$ cat config.mk
export PLATFORM = sky130hd
export DESIGN_NAME = control_unit_fsm
export DESIGN_NICKNAME = d
export VERILOG_FILES = /design/src/rtl/control_unit_fsm.sv
export SDC_FILE = /design/constraint.sdc
export NUM_CORES = 1
export LEC_CHECK = 0
export BUFFER_PORTS_ARGS = -buffer_cell sky130_fd_sc_hd__buf_2
export CORE_ASPECT_RATIO = 1.4
export CORE_MARGIN = 2
export CORE_UTILIZATION = 52
export DETAILED_ROUTE_END_ITERATION = 7
export GPL_TIMING_DRIVEN = 0
export PLACE_DENSITY = 0.81
export SLEW_MARGIN = 20
export SYNTH_ARGS = -nofsm -noshare
export SYNTH_HDL_FRONTEND = slang
export SYNTH_SLANG_ARGS = --single-unit
$ cat constraint.sdc
create_clock -name clock -period 2.4 [get_ports clock]
set_input_delay 0.12 -clock clock [delete_from_list [all_inputs] [get_ports clock]]
set_output_delay 0.12 -clock clock [all_outputs]
set_load 0.01 [all_outputs]
$ cat src/rtl/control_unit_fsm.sv
// Multi-cycle LEGv8-subset sequencer for dataPath_core: FETCH/DECODE/EXEC/MEM/BRTEST/HALT, controls registered from next state.
// Define CU_BCOND_EN to decode B.cond plus flag-setting ADDS/SUBS; otherwise those encodings execute as NOPs.
module control_unit_fsm (
    input  logic        clock,
    input  logic        reset,
    input  logic [31:0] IR_out,
    input  logic [3:0]  status,
    output logic        w_reg,
    output logic        C0,
    output logic        mem_cs,
    output logic        mem_write_en,
    output logic        IR_load,
    output logic        status_load,
    output logic [31:0] k,
    output logic [4:0]  FS,
    output logic [1:0]  PC_FS,
    output logic [1:0]  size,
    output logic [4:0]  SA,
    output logic [4:0]  SB,
    output logic [4:0]  DA,
    output logic        add_tri_sel,
    output logic [1:0]  data_tri_sel,
    output logic        PC_sel,
    output logic        B_Sel,
    output logic        halted
);
    localparam logic [31:0] HALT_WORD = 32'hD440_0000;
    localparam logic [4:0]  FS_AND = 5'b00000;
    localparam logic [4:0]  FS_OR  = 5'b01100;
    localparam logic [4:0]  FS_ADD = 5'b01000;
    localparam logic [4:0]  FS_SUB = 5'b01001;

    typedef enum logic [2:0] {S_FETCH, S_DECODE, S_EXEC, S_MEM, S_BRTEST, S_HALT} state_t;

    typedef struct packed {
        logic        w_reg;
        logic        c0;
        logic        mem_cs;
        logic        mem_we;
        logic        ir_load;
        logic        st_load;
        logic [31:0] k;
        logic [4:0]  fs;
        logic [1:0]  pc_fs;
        logic [4:0]  sa;
        logic [4:0]  sb;
        logic [4:0]  da;
        logic        add_sel;
        logic [1:0]  data_sel;
        logic        b_sel;
        logic        halted;
    } ctl_t;

    state_t state_q, state_d;
    ctl_t   ctl_q, ctl_d;

    logic       is_r, is_i, is_ld, is_st, is_b, is_cbz, is_cbnz, is_bcond;
    logic       sets_flags, known_op, is_halt, alu_c0, cond_ok, br_taken;
    logic [4:0] alu_fs;
    logic       v_f, c_f, n_f, z_f;

    assign {v_f, c_f, n_f, z_f} = status;

    always_comb begin
        is_r       = 1'b0;
        is_i       = 1'b0;
        is_ld      = 1'b0;
        is_st      = 1'b0;
        sets_flags = 1'b0;
        alu_fs     = FS_ADD;
        alu_c0     = 1'b0;
        case (IR_out[31:21])
            11'b10001011000: is_r = 1'b1;
            11'b11001011000: begin is_r = 1'b1; alu_fs = FS_SUB; alu_c0 = 1'b1; end
            11'b10001010000: begin is_r = 1'b1; alu_fs = FS_AND; end
            11'b10101010000: begin is_r = 1'b1; alu_fs = FS_OR; end
`ifdef CU_BCOND_EN
            11'b10101011000: begin is_r = 1'b1; sets_flags = 1'b1; end
            11'b11101011000: begin is_r = 1'b1; sets_flags = 1'b1; alu_fs = FS_SUB; alu_c0 = 1'b1; end
`endif
            11'b11111000010: is_ld = 1'b1;
            11'b11111000000: is_st = 1'b1;
            default: ;
        endcase
        case (IR_out[31:22])
            10'b1001000100: is_i = 1'b1;
            10'b1101000100: begin is_i = 1'b1; alu_fs = FS_SUB; alu_c0 = 1'b1; end
            10'b1001001000: begin is_i = 1'b1; alu_fs = FS_AND; end
            10'b1011001000: begin is_i = 1'b1; alu_fs = FS_OR; end
            default: ;
        endcase
    end

    assign is_b    = (IR_out[31:26] == 6'b000101);
    assign is_cbz  = (IR_out[31:24] == 8'b10110100);
    assign is_cbnz = (IR_out[31:24] == 8'b10110101);
`ifdef CU_BCOND_EN
    assign is_bcond = (IR_out[31:24] == 8'b01010100);
`else
    assign is_bcond = 1'b0;
`endif
    assign is_halt  = (IR_out == HALT_WORD);
    assign known_op = is_r | is_i | is_ld | is_st | is_b | is_cbz | is_cbnz | is_bcond;

    always_comb begin
        case (IR_out[3:0])
            4'h0: cond_ok = z_f;
            4'h1: cond_ok = ~z_f;
            4'h2: cond_ok = c_f;
            4'h3: cond_ok = ~c_f;
            4'h4: cond_ok = n_f;
            4'h5: cond_ok = ~n_f;
            4'h6: cond_ok = v_f;
            4'h7: cond_ok = ~v_f;
            4'h8: cond_ok = c_f & ~z_f;
            4'h9: cond_ok = ~c_f | z_f;
            4'hA: cond_ok = (n_f == v_f);
            4'hB: cond_ok = (n_f != v_f);
            4'hC: cond_ok = ~z_f & (n_f == v_f);
            4'hD: cond_ok = z_f | (n_f != v_f);
            default: cond_ok = 1'b1;
        endcase
    end

    // Status is read live in BRTEST because it only settles after the EXEC edge that loads it.
    assign br_taken = (is_cbz & z_f) | (is_cbnz & ~z_f) | (is_bcond & cond_ok);

    always_comb begin
        state_d = state_q;
        case (state_q)
            S_FETCH:  state_d = ctl_q.ir_load ? S_DECODE : S_FETCH;
            S_DECODE: state_d = is_halt ? S_HALT : (known_op ? S_EXEC : S_FETCH);
            S_EXEC:   state_d = (is_ld | is_st) ? S_MEM :
                                ((is_cbz | is_cbnz | is_bcond) ? S_BRTEST : S_FETCH);
            S_HALT:   state_d = S_HALT;
            default:  state_d = S_FETCH;
        endcase

        ctl_d = '0;
        case (state_d)
            S_FETCH: begin
                ctl_d.mem_cs   = 1'b1;
                ctl_d.add_sel  = 1'b1;
                ctl_d.data_sel = 2'b11;
                ctl_d.ir_load  = 1'b1;
            end
            S_EXEC: begin
                if (is_r | is_i) begin
                    ctl_d.sa      = IR_out[9:5];
                    ctl_d.fs      = alu_fs;
                    ctl_d.c0      = alu_c0;
                    ctl_d.w_reg   = 1'b1;
                    ctl_d.da      = IR_out[4:0];
                    ctl_d.pc_fs   = 2'b01;
                    ctl_d.st_load = sets_flags;
                    if (is_i) begin
                        ctl_d.k     = {20'd0, IR_out[21:10]};
                        ctl_d.b_sel = 1'b1;
                    end else begin
                        ctl_d.sb = IR_out[20:16];
                    end
                end else if (is_ld | is_st) begin
                    ctl_d.sa    = IR_out[9:5];
                    ctl_d.k     = {{23{IR_out[20]}}, IR_out[20:12]};
                    ctl_d.b_sel = 1'b1;
                    ctl_d.fs    = FS_ADD;
                end else if (is_b) begin
                    ctl_d.k     = {{6{IR_out[25]}}, IR_out[25:0]};
                    ctl_d.pc_fs = 2'b10;
                end else if (is_cbz | is_cbnz) begin
                    ctl_d.sa      = 5'd31;
                    ctl_d.sb      = IR_out[4:0];
                    ctl_d.fs      = FS_OR;
                    ctl_d.st_load = 1'b1;
                end
            end
            S_MEM: begin
                ctl_d        = ctl_q;
                ctl_d.mem_cs = 1'b1;
                ctl_d.pc_fs  = 2'b01;
                if (is_st) begin
                    ctl_d.mem_we   = 1'b1;
                    ctl_d.sb       = IR_out[4:0];
                    ctl_d.data_sel = 2'b01;
                end else begin
                    ctl_d.data_sel = 2'b11;
                    ctl_d.w_reg    = 1'b1;
                    ctl_d.da       = IR_out[4:0];
                end
            end
            S_BRTEST: ctl_d.k = {{13{IR_out[23]}}, IR_out[23:5]};
            S_HALT:   ctl_d.halted = 1'b1;
            default: ;
        endcase
    end

    always_ff @(posedge clock or negedge reset) begin
        if (!reset) begin
            state_q <= S_FETCH;
            ctl_q   <= '0;
        end else begin
            state_q <= state_d;
            ctl_q   <= ctl_d;
        end
    end

    always_comb begin
        PC_FS = ctl_q.pc_fs;
        if (state_q == S_DECODE && !is_halt && !known_op)
            PC_FS = 2'b01;
        else if (state_q == S_BRTEST)
            PC_FS = br_taken ? 2'b10 : 2'b01;
    end

    assign w_reg        = ctl_q.w_reg;
    assign C0           = ctl_q.c0;
    assign mem_cs       = ctl_q.mem_cs;
    assign mem_write_en = ctl_q.mem_we;
    assign IR_load      = ctl_q.ir_load;
    assign status_load  = ctl_q.st_load;
    assign k            = ctl_q.k;
    assign FS           = ctl_q.fs;
    assign size         = 2'b11;
    assign SA           = ctl_q.sa;
    assign SB           = ctl_q.sb;
    assign DA           = ctl_q.da;
    assign add_tri_sel  = ctl_q.add_sel;
    assign data_tri_sel = ctl_q.data_sel;
    assign PC_sel       = 1'b0;
    assign B_Sel        = ctl_q.b_sel;
    assign halted       = ctl_q.halted;
endmodule

# Yosys cells after proc, flatten, opt, wreduce, memory -nomap -nowiden
# Index checks and enable logic that the tools add are counted.
[op_classes]
eq_ne = 24
n_mux = 53
bitwise = 12
reduce_logical = 9
[op_table]
columns = ["cell", "count"]
rows = [
  ["32-bit one-hot mux with 3 select lines", 1],
  ["11-bit == test (second input constant)", 6],
  ["50-bit two-way mux", 1],
  ["22-bit one-hot mux with 2 select lines", 1],
  ["10-bit == test (second input constant)", 4],
  ["37-bit two-way mux", 1],
  ["32-bit == test (second input constant)", 1],
  ["32-bit two-way mux", 1],
  ["5-bit two-way mux", 6],
  ["10-bit two-way mux", 2],
  ["1-bit two-way mux", 17],
  ["8-bit == test (second input constant)", 2],
  ["2-bit two-way mux", 8],
  ["5-bit one-hot mux with 3 select lines", 1],
  ["3-bit == test (second input constant)", 4],
  ["12-bit two-way mux", 1],
  ["3-bit one-hot mux with 4 select lines", 1],
  ["4-bit one-hot mux with 3 select lines", 1],
  ["3-bit by 2-bit == test with 1-bit output (second input constant)", 3],
  ["3-bit two-way mux", 3],
  ["1-bit OR", 9],
  ["4-bit two-way mux", 2],
  ["1-bit one-hot mux with 2 select lines", 4],
  ["4-bit OR reduction", 2],
  ["other kinds (11)", 16],
]
[totals]
regBits = 68
input_bits = 38
output_inout_bits = 68
elab_cells = 115

# Logic depth before layout (Yosys ltp)
[logic_depth]
depth_word = 15
mapped_depth = 9
ltp_nobuf = 6

# Least setup slack after synthesis
# No wires, ideal clock.
[synth_path]
path_kind = "register -> register"
startpoint = "register state_q[1]"
endpoint = "register ctl_q, in the netlist DA[0]"
setup_time_ps = 122
t_arrival_ps = 1659
t_required_ps = 2278
slack_ps = 619
path_stages_with_launch = 7
n_path_buf = 0
synth_period_minus_slack_ps = 1781
cell_sequence = "dfrtp_1 -> nor3b_1 -> nand4_1 -> o211ai_1 -> a21oi_1 -> nand2_1 -> a32o_1"
[synth_via]
elab_chain_len = 4
word_cells_on_any_way = 9
cone_classes = "eq/ne (6); mux (2); reduce/logical (1)"
[synth_lines]
columns = ["item", "line_no", "text"]
rows = [
  ["from (decl)", "54", "state_t state_q, state_d;"],
  ["from (signal assigned)", "202", "state_q <= state_d;"],
  ["3-bit == test (tied with other cells)", "130", "case (state_q)"],
  ["3-bit one-hot mux with 4 select lines (*)", "130", ""],
  ["3-bit by 2-bit == test with 1-bit output", "140", "case (state_d)"],
  ["22-bit one-hot mux with 2 select lines / 2-bit != test (equally long branches)", "n/a", ""],
  ["to (signal assigned)", "203", "ctl_q <= ctl_d;"],
  ["to (decl)", "55", "ctl_t ctl_q, ctl_d;"],
]
# Mark *: on every way between the ends. The rest lies on a longest branch, timed or not.
# A chain may end at the register's enable or synchronous reset.

# Worst setup path after layout
[layout_path]
startpoint = "register state_q[0]"
endpoint = "register ctl_q, in the netlist IR_load"
[layout_via]
elab_chain_len = 4
word_cells_on_any_way = 8
cone_classes = "eq/ne (4); mux (2); reduce/logical (2)"
[layout_lines]
columns = ["item", "line_no"]
rows = [
  ["3-bit == test (tied with other cells)", "130"],
  ["3-bit one-hot mux with 4 select lines (*)", "130"],
  ["3-bit by 2-bit == test with 1-bit output / 3-bit zero test (equally long branches)", "140"],
  ["1-bit one-hot mux with 2 select lines", "140"],
]
# Marked as above.

==> out/metrics.cfg <==
[clock_network]
path_clk_slew_ps=70
clock-root-buffer=clkbuf_8
postCtsSetupRepairBufs=0
clock-sinks=59
cts_buffers=9
cts_tree=done
cts-htree-levels=3
clock_path_buffers=2
clk_latency_ps=340

[synthesis]
synthTopCellsByArea=dfrtp_1 (42%), buf_4 (13%), o21ai_0 (4.5%)
ys_warn_count=0
ys_types=50
synth-seq-cells=59
netlist_area_um2=3480
synth_top_flop_cell=dfrtp_1
yosysTopAreaCell=dfrtp_1
synth_seq_area_share_pct=42.4
synth_edf_count=0
async_flop_share_pct=100
syn-instance-count=374
synth_top_area_share_pct=42.4
synth.avg_cell_area_um2=9.31

[sta]
rsz0062_at_grt=false
hold_viol=0
clock.fmax_mhz=459
fin_crit_ps=2180
finalClockSkew_ps=8.56
tightest_slew_ps=790
fin_crit_sh_pct=90.7
final_max_slew_viol_count=0
finalSetupTns_ps=0
slew_headroom_pct=47.2
setup_viol=0

[cells_and_area]
antennaDiodeCount=0
largest_reg_flops=26
final_nets=521
area_delta_synth_final_pct=22.5
final_cell_area_um2=4260
utilization_pct=65.4
layout-drive-gt1-share_pct=40.6

[floorplanning]
dieArea_um2=7370
core.rowCount=35
die_x_um=73.1
pin_count=106
die_y_um=101
floorplan.initialDensity_pct=53.3
fp.coreArea_um2=6530

[power_and_ir_drop]
powerDensity_nw_per_um2=481
leakagePower_uw=0.00219
vdd_drop_max_mv=0.479

[worst_setup_path]
cp.required_ps=2600
cp-startpoint=state_q[0]$_DFF_PN0_
crit_path_end_kind=register
r2r_setup_slack_ps=220
r2r_start=state_q[0]$_DFF_PN0_
cp-start-kind=register
crit_arrival_ps=2380
critPathKind=reg -> reg
cp_max_fo=8

[job]
cap_violations=0

[global_routing]
track_usage_pct=27.8
antenna_found_initial=0
gr-usage-met3_pct=4.40
grt_max_degree=60
overflow=0
grt_pass1_wl_mm=15.5
busiest_layer=met2
first_global_vias=3118
gr-usage-met2_pct=45.8
grtUsageMet1_pct=33.7

[route]
routed_wl_mm=9.87
antenna_left=0
routedWlPerCell_um=17.6
firstDrtPassIters=8
vias_per_cell=5.77
drc=0
drt_iter0_drc=287
num_vias=3242

[status]
status=finished, final reports clean

[placed_design]
place_hpwl_mm=7.43
place_area_um2=4060
placement.io_buffers=94
gp_congestion=0.956

[hold_path]
min_from=IR_out[7]
hp-class=in -> reg

==> logic make-up (layout without fill, tap and decap cells) <==
kind of cell	Yosys count	in the layout	synth area share [%]
AO/OA/AOI/OAI	126	126	24.2
XOR/XNOR	1	1	0.252
buffers and inverters	83	194	16.3
flip-flops	59	59	42.4
multiplexers	1	1	0.288
other	2	5	0.216
AND/OR/NAND/NOR	102	102	16.4
==> through the flow <==
| stage | total power [µW] | cells | worst slack [ps] | hold slack [ps] |
|---|---|---|---|---|
| after floorplan | 1070 | 377 | 619 | -176 |
| after global placement | 1170 | 545 | 133 | 395 |
| after detailed placement | 1170 | 545 | 97.1 | 232 |
| after CTS | 2060 | 562 | 55.6 | 45.0 |
| after global routing | 2110 | 562 | 18.4 | 62.5 |
| final | 2050 | 562 | 224 | 53.0 |
==> power by group <==
part / internal (µW) / switching [µW]
registers: 997 / 2.02
clock network: 475 / 422
logic: 51.0 / 104
==> path summary, 6_finish.rpt <==
kind | endpoint | cells after the start
min in group asynchronous | halted$_DFFE_PN0P_ | 2
max | IR_load$_DFFE_PN0P_ | 6
max in group asynchronous | SB[1]$_DFFE_PN0P_ | 2
max reg2reg | IR_load$_DFFE_PN0P_ | 6
min | k[2]$_DFFE_PN0P_ | 2
min reg2reg | halted$_DFFE_PN0P_ | 2
==> synth_stat cells (3+ instances only) <==
library cell / instances
buf_4: 59
dfrtp_1: 59
nand2_1: 40
o21ai_0: 31
a21oi_1: 28
a22oi_1: 17
nor2_1: 14
o22ai_1: 11
buf_2: 9
a222oi_1: 8
clkbuf_1: 8
o21ai_1: 6
a32o_1: 5
nand3_1: 5
nand4_1: 5
nor2b_1: 5
nor4_1: 5
a21o_1: 4
inv_1: 4
a211oi_2: 3
a221oi_1: 3
and2_1: 3
buf_6: 3
nor3b_1: 3
nor3b_2: 3
==> cell type report <==
cell class,count,area [µm²]
clock buffer,9,124
clock inverter,7,68.8
sequential,59,1480
buffer,79,552
tap,74,92.6
timing repair buffer,95,483
inverter,4,15.0
fill,557,2260
multi-input combinational,235,1450
==> layer usage <==
| layer | part of all wire, % | wire length, µm |
|---|---|---|
| met4 | 3.5 | 342 |
| met3 | 6.7 | 665 |
| met5 | 0 | 0 |
| met1 | 39 | 3860 |
| met2 | 51 | 5000 |
==> timing repair <==
item | in CTS | in global routing
endpoints found under the setup margin | 0 | 15
resized for setup | 0 | 1
endpoints found under the hold margin | 59 | 0
hold buffers | 1 | 0
==> layout by cell type (no fill, tap or decap), types with 6 or more instances in the layout <==
cell	netlist	final
a21oi_1	28	27
a222oi_1	8	8
a22oi_1	17	17
buf_2	9	102
buf_4	59	60
clkbuf_1	8	8
clkbuf_8	0	9
dfrtp_1	59	59
nand2_1	40	40
nor2_1	14	14
o21ai_0	31	31
o21ai_1	6	6
o22ai_1	11	11
==> worst max-delay path, cell delays in order, from the launching register on <==
cell	delay, ps
dfrtp_1	410
nor3b_1	440
nand4_1	430
o211ai_1	250
a21oi_2	120
o211ai_1	290
nand2_1	100
Power figures use the tool's default switching activity.
